--- src/rtl/full_adder_4bit_if.sv ---
// rtl/full_adder_4bit_if.sv - operand/result bundle for the registered 4-bit ripple adder
interface full_adder_4bit_if;
  logic [3:0] a;
  logic [3:0] b;
  logic       cin;
  logic [3:0] sum;
  logic       co;

  modport master (output a, output b, output cin, input sum, input co);
  modport slave  (input a, input b, input cin, output sum, output co);
endinterface

--- src/rtl/full_adder_4bit.sv ---
// rtl/full_adder_4bit.sv - 4-bit ripple-carry adder of full-adder cells, result registered (1-cycle latency)
module full_adder_4bit_half (
  input  logic x,
  input  logic y,
  output logic s,
  output logic c
);
  assign s = x ^ y;
  assign c = x & y;
endmodule

// One full-adder cell: two half adders, carry terms ORed.
module full_adder_4bit_cell (
  input  logic a,
  input  logic b,
  input  logic ci,
  output logic s,
  output logic co
);
  logic p;
  logic g;
  logic t;

  full_adder_4bit_half u_ha0 (.x(a), .y(b),  .s(p), .c(g));
  full_adder_4bit_half u_ha1 (.x(p), .y(ci), .s(s), .c(t));

  assign co = g | t;
endmodule

module full_adder_4bit (
  input  logic              clk,
  input  logic              reset,
  full_adder_4bit_if.slave  bus
);
  localparam int WIDTH = 4;

  logic [WIDTH:0]   c;
  logic [WIDTH-1:0] s;

  assign c[0] = bus.cin;

  for (genvar i = 0; i < WIDTH; i++) begin : g_ripple
    full_adder_4bit_cell u_cell (
      .a  (bus.a[i]),
      .b  (bus.b[i]),
      .ci (c[i]),
      .s  (s[i]),
      .co (c[i+1])
    );
  end

  // Reset wins over the freshly computed result.
  always_ff @(posedge clk) begin
    if (reset) begin
      bus.sum <= '0;
      bus.co  <= 1'b0;
    end else begin
      bus.sum <= s;
      bus.co  <= c[WIDTH];
    end
  end
endmodule

--- src/flat_wrapper.sv ---
// flat-port wrapper written by rule: the top's interface ports become plain ports
module full_adder_4bit_flat 
  (clk, reset, bus_a, bus_b, bus_cin, bus_sum, bus_co);
  full_adder_4bit_if bus_i ();
  input  logic clk;
  input  logic reset;
  input wire logic [$bits(bus_i.a)-1:0] bus_a;
  input wire logic [$bits(bus_i.b)-1:0] bus_b;
  input wire logic [$bits(bus_i.cin)-1:0] bus_cin;
  output wire logic [$bits(bus_i.sum)-1:0] bus_sum;
  output wire logic [$bits(bus_i.co)-1:0] bus_co;
  assign bus_i.a = bus_a;
  assign bus_i.b = bus_b;
  assign bus_i.cin = bus_cin;
  assign bus_sum = bus_i.sum;
  assign bus_co = bus_i.co;
  full_adder_4bit u_core (.clk(clk), .reset(reset), .bus(bus_i));
endmodule
--- config.mk ---
export PLATFORM = sky130hd
export DESIGN_NAME = full_adder_4bit_flat
export DESIGN_NICKNAME = d
export VERILOG_FILES = /design/src/rtl/full_adder_4bit_if.sv /design/src/rtl/full_adder_4bit.sv /design/src/flat_wrapper.sv
export SDC_FILE = /design/constraint.sdc
export NUM_CORES = 1
export LEC_CHECK = 0
export BUFFER_PORTS_ARGS = -buffer_cell sky130_fd_sc_hd__buf_2
export CAP_MARGIN = 40
export CORE_AREA = 10 10 47 49
export DETAILED_ROUTE_END_ITERATION = 10
export DIE_AREA = 0 0 57 59
export GPL_ROUTABILITY_DRIVEN = 1
export PLACE_DENSITY_LB_ADDON = 0.08
export SETUP_SLACK_MARGIN = 0.02
export SLEW_MARGIN = 20
export SYNTH_ARGS = -nofsm -noshare
export SYNTH_HDL_FRONTEND = slang
export SYNTH_SLANG_ARGS = --single-unit
export TNS_END_PERCENT = 100
--- constraint.sdc ---
create_clock -name clk -period 3.45 [get_ports clk]
set_input_delay 0.69 -clock clk [delete_from_list [all_inputs] [get_ports clk]]
set_output_delay 0.69 -clock clk [all_outputs]
set_load 0.005 [all_outputs]
==> impl_metrics.json <==
{
  "tritoncts": "built",
  "synth_flop_cell": "dfxtp_1",
  "ys_types": 5,
  "postRouteAntennaNets": 0,
  "cts_max_path_buffers": 2,
  "tns_ps": 0,
  "hold_class": "in -> reg",
  "track_usage_pct": 3.342,
  "synth_edf_count": 0,
  "worst_pin_slew_ps": 84.89,
  "cts.sinks": 5,
  "grt_antenna_before_repair": 0,
  "relSlewSlack_pct": 94.32,
  "drive_gt1_share_pct": 45.00,
  "nets": 56,
  "die_w_um": 57,
  "yosys_register_bits": 5,
  "drc": 0,
  "ctsResizeCount": 0,
  "hold_viol_final": 0,
  "finalCritPeriodShare_pct": 63.82,
  "rows": 14,
  "yosysSeqAreaShare_pct": 43.48,
  "maxCapViolCount": 0,
  "routabilityCongestion": 0.5551,
  "status": "finished clean",
  "slew_viol_final": 0,
  "synth_async_sr_flop_share_pct": 0,
  "numCtsBuffers": 3,
  "worstPathArrival_ps": 2370,
  "rsz0062_at_grt": "no",
  "dieHeight_um": 59,
  "via_count": 172,
  "synth_common_cells": "7 x inv_1, 5 x dfxtp_1, 4 x fa_1",
  "clock.fmax_mhz": 454.2,
  "postCtsSetupRepairBufs": 0,
  "grt_pass1_vias": 215,
  "fillers": 170,
  "grt_pass1_wl_um": 772,
  "port_buffers": 15,
  "cp_max_fo": 1,
  "synth_most_common_cell": "inv_1",
  "p_per_area_nw_per_um2": 451.0,
  "cts-hold-fix-buffers": 0,
  "p_leak_nw": 0.1966,
  "synth_area_um2": 230.2,
  "cts_max_level": 1,
  "syn_inst": 21,
  "yosys.area.top_type_share_pct": 43.48,
  "synth.largest_area_cell": "dfxtp_1",
  "end_kind": "register",
  "grt_remaining_overflow": 0,
  "post_drt_wl_per_cell_um": 9.125,
  "synth_nets": 36,
  "start_util_pct": 16.43,
  "firstDrtPassIters": 2,
  "vias_per_cell": 3.071,
  "hold-worst-slack_ps": 666.4,
  "num_io_pins": 16,
  "core_area_um2": 1401,
  "worst_ir_drop_vdd_v": 0.00009417,
  "power_mw": 0.1586,
  "drt_iter0_drc": 1,
  "root_buffer": "clkbuf_4",
  "die_area_um2": 3363,
  "worstPathRequired_ps": 3620,
  "crit_type": "in -> reg",
  "syn2layout_area_growth_pct": 52.72,
  "synth.avg_cell_area_um2": 10.96,
  "start_kind": "input pin",
  "yosys_warnings": 0,
  "finalSetupViolations": 0,
  "wl_um": 511,
  "ys_top_cells_by_area": "dfxtp_1 43%, fa_1 35%, inv_1 11%",
  "antenna_cells": 0,
  "clkTransAtPathRegs_ps": 40,
  "grt_max_degree": 6,
  "min_period_ps": 2202
}
-- kinds of logic after synthesis --
group,after synthesis,share of synthesized area [%]
buf+inv,7,11.42
flops,5,43.48
simple gates,5,10.32
fa+ha+maj,4,34.78
-- critical path, stage by stage --
cell and delay [ps]:
buf_2 100, inv_1 70, fa_1 170, inv_1 50, fa_1 370, fa_1 370, inv_1 70, fa_1 400
nor2_1 90
-- final timing paths --
check                   start                end  slack [ps]  depth (start not counted)
worst max-delay path  bus_cin  u_core.bus.sum[3]        1250                          9
worst min-delay path    reset  u_core.bus.sum[3]         670                          2
-- cell type report --
| class | instances | area, µm² | share of cell area (%) |
|---|---|---|---|
| clock buffers | 4 | 26.28 | 7.473 |
| inverters | 7 | 26.28 | 7.473 |
| flip-flops and latches | 5 | 100.1 | 28.47 |
| multi-input cells | 9 | 103.9 | 29.54 |
| repair buffers | 15 | 75.07 | 21.35 |
| well taps | 16 | 20.02 | 5.694 |
-- placed cells by master (no fill, tap or decap) --
cell,n
clkbuf_4,3
clkbuf_1,1
nor2b_1,2
fa_1,4
nor2_1,3
buf_2,15
inv_1,7
dfxtp_1,5
-- where the power goes --
| group | internal (mW) | total (mW) | switching, mW |
|---|---|---|---|
| Clock | 0.0436 | 0.0649 | 0.0214 |
| Sequential | 0.0646 | 0.0658 | 0.00118 |
| Combinational | 0.0148 | 0.0279 | 0.0130 |
-- routing by layer --
layer  share of wire [%]  track usage [%]  vias to the layer above
met5                   0                0                        -
met4                   0            5.034                        0
met3                  13            2.790                        0
met2                  48            4.341                       10
met1                  39            2.524                       69
li1                    -                -                       93
-- state kept, by name (all words and copies together) (netlist names) --
register        flops
u_core.bus.sum      4
u_core.bus.co       1
-- per-stage QoR --
step	instances	worst slack, ps	area [µm²]	utilization (%)
global route	56	1127	351.6	25.09
floorplan	21	1179	230.2	-
CTS	56	1238	351.6	25.09
global placement	52	1008	325.3	23.21
finish	56	1248	351.6	25.09
detailed placement	52	989.5	325.3	23.21
(Power assumes the default switching activity.)
